===== src/rtl/alu_exec_stage.sv =====
// ---------------------------------------------------------------------------
// alu_exec_stage
// Registered execute stage for the RV32I core. Computes the ALU result and
// zero flag for the operation offered by decode and buffers it in a 2-entry
// FIFO with valid/ready handshakes on both sides.
//
// Ports:
//   clk, rst         core clock; synchronous active-high reset
//   flush            drop all buffered entries and this cycle's offered op
//   id_valid/ready   decode-side handshake (id_ready from registered count)
//   id_alu_control   000 ADD, 001 SUB, 010 AND, 011 OR, 101 SLT
//   id_src_a/b       operands
//   id_rd            destination register
//   id_reg_write     writeback enable carried with the op
//   ex_valid/ready   downstream handshake on the FIFO head
//   ex_result        head ALU result (0 when empty)
//   ex_zero          head result == 0 (0 when empty)
//   ex_rd            head destination (0 when empty)
//   ex_reg_write     head writeback enable (0 when empty)
//   ex_illegal       head carried an undefined control code (0 when empty)
// ---------------------------------------------------------------------------
module alu_exec_stage #(
   parameter int unsigned WIDTH = 32,
   parameter int unsigned RD_W  = 5
) (
   input  logic             clk,
   input  logic             rst,
   input  logic             flush,
   input  logic             id_valid,
   output logic             id_ready,
   input  logic [2:0]       id_alu_control,
   input  logic [WIDTH-1:0] id_src_a,
   input  logic [WIDTH-1:0] id_src_b,
   input  logic [RD_W-1:0]  id_rd,
   input  logic             id_reg_write,
   output logic             ex_valid,
   input  logic             ex_ready,
   output logic [WIDTH-1:0] ex_result,
   output logic             ex_zero,
   output logic [RD_W-1:0]  ex_rd,
   output logic             ex_reg_write,
   output logic             ex_illegal
);

   localparam int unsigned CNT_W = 2;

   localparam logic [2:0] OP_ADD = 3'b000;
   localparam logic [2:0] OP_SUB = 3'b001;
   localparam logic [2:0] OP_AND = 3'b010;
   localparam logic [2:0] OP_OR  = 3'b011;
   localparam logic [2:0] OP_SLT = 3'b101;

   typedef struct packed {
      logic [WIDTH-1:0] result;
      logic             zero;
      logic [RD_W-1:0]  rd;
      logic             reg_write;
      logic             illegal;
   } entry_t;

   entry_t           slot_q [2];
   logic             wr_ptr_q;
   logic             rd_ptr_q;
   logic [CNT_W-1:0] count_q;

   logic [WIDTH-1:0] alu_result_c;
   logic             alu_illegal_c;
   entry_t           new_entry_c;
   entry_t           head_c;
   logic             push_c;
   logic             pop_c;

   // ALU: undefined codes yield 0 and are flagged illegal
   always_comb begin
      alu_result_c  = '0;
      alu_illegal_c = 1'b0;
      case (id_alu_control)
         OP_ADD:  alu_result_c = id_src_a + id_src_b;
         OP_SUB:  alu_result_c = id_src_a - id_src_b;
         OP_AND:  alu_result_c = id_src_a & id_src_b;
         OP_OR:   alu_result_c = id_src_a | id_src_b;
         OP_SLT:  alu_result_c = WIDTH'($signed(id_src_a) < $signed(id_src_b));
         default: alu_illegal_c = 1'b1;
      endcase
   end

   // Entry written into the FIFO on a push
   always_comb begin
      new_entry_c           = '0;
      new_entry_c.result    = alu_result_c;
      new_entry_c.zero      = (alu_result_c == '0);
      new_entry_c.rd        = id_rd;
      new_entry_c.reg_write = id_reg_write;
      new_entry_c.illegal   = alu_illegal_c;
   end

   // Handshakes; id_ready depends only on the registered count
   assign id_ready = (count_q < CNT_W'(2));
   assign ex_valid = (count_q != '0);
   assign push_c   = id_valid && id_ready && !flush;
   assign pop_c    = ex_valid && ex_ready;

   // FIFO state; flush wins over push/pop, reset wins over flush
   always_ff @(posedge clk) begin
      if (rst) begin
         slot_q[0] <= '0;
         slot_q[1] <= '0;
         wr_ptr_q  <= 1'b0;
         rd_ptr_q  <= 1'b0;
         count_q   <= '0;
      end else if (flush) begin
         wr_ptr_q <= 1'b0;
         rd_ptr_q <= 1'b0;
         count_q  <= '0;
      end else begin
         if (push_c) begin
            slot_q[wr_ptr_q] <= new_entry_c;
            wr_ptr_q         <= ~wr_ptr_q;
         end
         if (pop_c) begin
            rd_ptr_q <= ~rd_ptr_q;
         end
         case ({push_c, pop_c})
            2'b10:   count_q <= count_q + CNT_W'(1);
            2'b01:   count_q <= count_q - CNT_W'(1);
            default: count_q <= count_q;
         endcase
      end
   end

   // Head slot drives the outputs, forced to 0 while empty
   always_comb begin
      head_c = '0;
      if (ex_valid) begin
         head_c = slot_q[rd_ptr_q];
      end
   end

   assign ex_result    = head_c.result;
   assign ex_zero      = head_c.zero;
   assign ex_rd        = head_c.rd;
   assign ex_reg_write = head_c.reg_write;
   assign ex_illegal   = head_c.illegal;

endmodule

===== config.mk =====
export PLATFORM = sky130hd
export DESIGN_NAME = alu_exec_stage
export DESIGN_NICKNAME = d
export VERILOG_FILES = /design/src/rtl/alu_exec_stage.sv
export SDC_FILE = /design/constraint.sdc
export NUM_CORES = 1
export LEC_CHECK = 0
export ABC_AREA = 0
export BUFFER_PORTS_ARGS = -buffer_cell sky130_fd_sc_hd__buf_2
export CORE_MARGIN = 2
export CORE_UTILIZATION = 40
export CTS_CLUSTER_DIAMETER = 200
export CTS_CLUSTER_SIZE = 28
export DETAILED_ROUTE_END_ITERATION = 12
export PLACE_DENSITY = 0.69
export SLEW_MARGIN = 20
export SYNTH_ARGS = -nofsm -noshare
export SYNTH_HDL_FRONTEND = slang
export SYNTH_SLANG_ARGS = --single-unit

===== constraint.sdc =====
create_clock -name clk -period 6 [get_ports clk]
set_input_delay 1.2 -clock clk [delete_from_list [all_inputs] [get_ports clk]]
set_output_delay 1.2 -clock clk [all_outputs]
set_load 0.05 [all_outputs]

-- Word level (Yosys, flattened, before mapping)
Memories as Yosys holds them, arrays and structs flattened. A register that Yosys moved wholly into a read port is not among the register bits.
Cells that the tools add are included.
- bitwise gates (word level): 4
- equal/unequal tests: 6
- add/subtract/negate cells: 4
- multiplexer cells: 15
- reductions and logical operators: 11
- order comparisons: 2
- operator list (cell ; count):
    32-bit one-hot mux with 5 select lines ; 1
    40-bit two-way mux ; 2
    40-bit OR reduction ; 1
    32-bit adder ; 1
    32-bit bitwise AND ; 1
    32-bit zero test ; 1
    32-bit < comparator ; 1
    32-bit OR ; 1
    32-bit subtractor ; 1
    1-bit two-way mux ; 11
    3-bit by 2-bit == test with 1-bit output, second input constant ; 2
    5-bit OR reduction ; 1
    2-bit one-hot mux with 2 select lines ; 1
    2-bit nonzero test ; 2
    3-bit by 1-bit == test with 1-bit output, second input constant ; 1
    3-bit == test, second input constant ; 1
    1-bit logical AND ; 3
    3-bit zero test ; 1
    2-bit by 1-bit adder with 2-bit output, second input constant ; 1
    2-bit by 1-bit == test with 1-bit output, second input constant ; 1
    2-bit == test, second input constant ; 1
    2-bit < comparator, second input constant ; 1
    1-bit inverter ; 2
    2-bit OR reduction ; 1
    other kinds (2) ; 2
- memories kept: 1
- output and inout port bits: 42
- register bits after elaboration: 4
- RAM bits: 80
- input bits: 78
- memories (name ; words ; width ; rd ports ; clocked after memory_dff ; wr ports ; line ; source):
    slot_q ; 2 ; 40 ; 1 ; 1 ; 2 ; 61 ; entry_t slot_q [2];

-- Longest topological paths before layout
- word-level depth: 9
- gate-level depth with buffers: 14
- depth with buffers taken out: 14

-- Worst setup path after synthesis
Ideal clock, no wire load.
- path type: input port to flip-flop
- from: input id_src_a[1]
- to: memory slot_q[0][7] in the netlist's numbering (data pin)
- data arrival time: 3995 ps
- cell stages on the path: 13
- path buffers: 0
- slack: 1872 ps
- path through: inv_1 > ha_1 > o21ba_1 > a2111o_1 > a31oi_2 > a41oi_2 > o21ai_2 > a21oi_1 > a2111o_1 > o31ai_1 > and4_1 > nand4_1 > and4bb_2
- RTL lines (element ; line ; source):
    from (decl) ; 32 ; input logic [WIDTH-1:0] id_src_a,
    to (decl) ; 61 ;

==> impl_metrics.json <==
{
  "r2r_setup_slack_ps": 3760,
  "synth-seq-cells": 85,
  "slew_violations": 0,
  "relSlewSlack": 0.165,
  "via_count": 8491,
  "cp_max_fo": 3,
  "dp_hpwl_mm": 20.7,
  "hold_class": "flop to flop",
  "io_buffers": 119,
  "core_sq_um": 22000,
  "p_per_area_nw_per_um2": 186,
  "grt-ovfl-total": 0,
  "n_antenna_cell": 0,
  "rows": 54,
  "root_buffer": "clkbuf_16",
  "place.gp.congestion": 0.992,
  "fmax_ghz": 0.210,
  "rsz0062_at_grt": "no",
  "synth_edf_count": 80,
  "drt_iter0_markers": 817,
  "die_h_microns": 154,
  "tightest_slew_ps": 1250,
  "grt_start_max_net_pins": 41,
  "antenna_found_initial": 0,
  "grt_usage": 0.225,
  "clock_sinks": 85,
  "routed_wl_mm": 26.9,
  "numCtsBuffers": 9,
  "tritoncts": "built",
  "fillers": 2193,
  "cp.required_ps": 6200,
  "postCtsSetupRepairBufs": 0,
  "synth_ff_type": "edfxtp_1",
  "regArea_sq_um": 2500,
  "ys_async_sr_fraction": 0,
  "grt_pass1_vias": 8054,
  "wl_per_cell_microns": 18.3,
  "clock_skew_ps": 4.55,
  "insertion_delay_ps": 330,
  "die_x_microns": 154,
  "worstSetupPathType": "input pin to flop",
  "final-setup-viol-count": 0,
  "nets": 1368,
  "clockBufferDepth": 2,
  "ys_seq_area_frac": 0.279,
  "drtAntennaViolNets": 0,
  "synthesis.nets": 1291,
  "initial_core_util": 0.409,
  "cts_hold_buf": 0,
  "run_status": "completed",
  "end_kind": "flop",
  "min_period_ps": 4760,
  "finalCritPeriodShare": 0.794,
  "fin_util": 0.457,
  "yosys-top-cells-area": "edfxtp_1 27%, ha_1 14%, nor2_1 7.8%",
  "die-area_sq_um": 23700,
  "cts_resized": 0,
  "yosys_warnings": 0,
  "synth_area_sq_um": 8980,
  "synth_cells": 1109,
  "maxCapViolations": 0,
  "setup.worst_path.start_class": "input pin",
  "synth_top_area_share": 0.267,
  "io_pins": 120,
  "via_per_inst": 5.77,
  "ys_types": 83,
  "arrival_ps": 4960,
  "area_growth_pct": 11.8,
  "clk_pin_slew_ps": 60,
  "grt_pass1_wl_mm": 43.1,
  "synth_most_common_cell": "nor2_1",
  "ir_drop_mv": 0.140,
  "drc_errors": 0,
  "fin_hold_ws_ps": 549,
  "drt-pass1-iter-count": 5,
  "final_hold_viol_count": 0,
  "synth_top_area_cell": "edfxtp_1",
  "avgSynthCellArea_sq_um": 8.10,
  "multiInputGateArea_sq_um": 5830,
  "h-tree-depth": 3,
  "drive_gt1_frac": 0.149,
  "p_leak_nw": 4.28,
  "tns_ps": 0,
  "synthTopCellsByCount": "186 x nor2_1, 102 x ha_1, 99 x inv_1"
}
## metrics by stage
stage                     cells  power, mW  cell area, sq um  setup slack (ps)
after floorplan            1109       1.16              8980              1870
after global placement     1455       1.34              9760               985
after detailed placement   1455       1.35              9760              1000
after CTS                  1471       1.86             10000              1330
after global routing       1471       1.96             10000               966
final                      1471       1.87             10000              1240
## cells by family (layout without fill, tap and decap cells)
logic type	count (synthesis)	in the layout	synth area share
AND/OR/NAND/NOR	388	388	0.202
XOR/XNOR	22	22	0.0215
AO/OA/AOI/OAI	294	294	0.220
adder cells (fa/ha/maj)	104	104	0.147
multiplexers	49	49	0.0564
buffers and inverters	167	249	0.0748
flip-flops	85	85	0.279
## critical path, cell delays in order
cell      delay [ps]
buf_2            100
ha_1             200
inv_1             90
fa_1             400
nand3b_1         240
a21oi_1          210
o21bai_1         140
o211ai_1         410
a21oi_1          170
xnor2_1          150
a221oi_1         580
nand4_1          170
nor4_1           420
nand4_1          170
and4bb_2         320
## final timing paths
path | cells after the start | endpoint | start
max | 15 | slot_q[1][7]$_SDFFCE_PN0P_ | id_src_b[0]
min | 2 | flop | rd_ptr_q$_SDFFE_PP0P_
max reg2reg | 4 | slot_q[0][34]$_SDFFCE_PN0P_ | count_q[1]$_SDFFE_PP0P_
min reg2reg | 2 | flop | rd_ptr_q$_SDFFE_PP0P_
## placed cells by master, fill, tap and decap left out, types with 7 or more instances in the layout
master     count
o21ai_0       48
o31ai_1       21
buf_4         13
nor3_1        28
nand3_1       14
buf_2        119
xnor2_1       18
a31oi_1        8
nand4_1        8
nand2b_1      11
nand2_1       61
nor2b_1        8
edfxtp_1      80
clkbuf_16      9
a211oi_1      23
nor2_1       185
a21oi_1       90
and2_1        17
nor4_1        17
inv_1         99
o21bai_1       7
o211ai_1      13
a21o_1        11
mux2i_1       45
ha_1         102
## where the power goes
| group | total, mW | switching [mW] | leakage [nW] | internal (mW) |
|---|---|---|---|---|
| Combinational | 0.662 | 0.439 | 3.26 | 0.223 |
| Sequential | 0.688 | 0.00823 | 0.882 | 0.680 |
| Clock | 0.516 | 0.202 | 0.140 | 0.314 |
## layer usage
metal | track usage | vias to the layer above | wire length (microns)
li1 | - | 4108 | -
met1 | 0.329 | 3948 | 12700
met2 | 0.346 | 384 | 11700
met3 | 0.0333 | 51 | 2000
met4 | 0.0601 | 0 | 546
met5 | 0 | - | 0
## final cells by class
type	instances	share of cell area
clock inverter	1	0.000498
multi-input combinational	857	0.581
sequential	85	0.249
timing repair buffer	132	0.0690
inverter	101	0.0378
tap	280	0.0349
clock buffer	15	0.0277
## state kept, by name, indices dropped and copies added, names as in the netlist, named ones only
signal,count
slot_q,80
count_q,2
wr_ptr_q,1
rd_ptr_q,1
(Power assumes the default switching activity.)
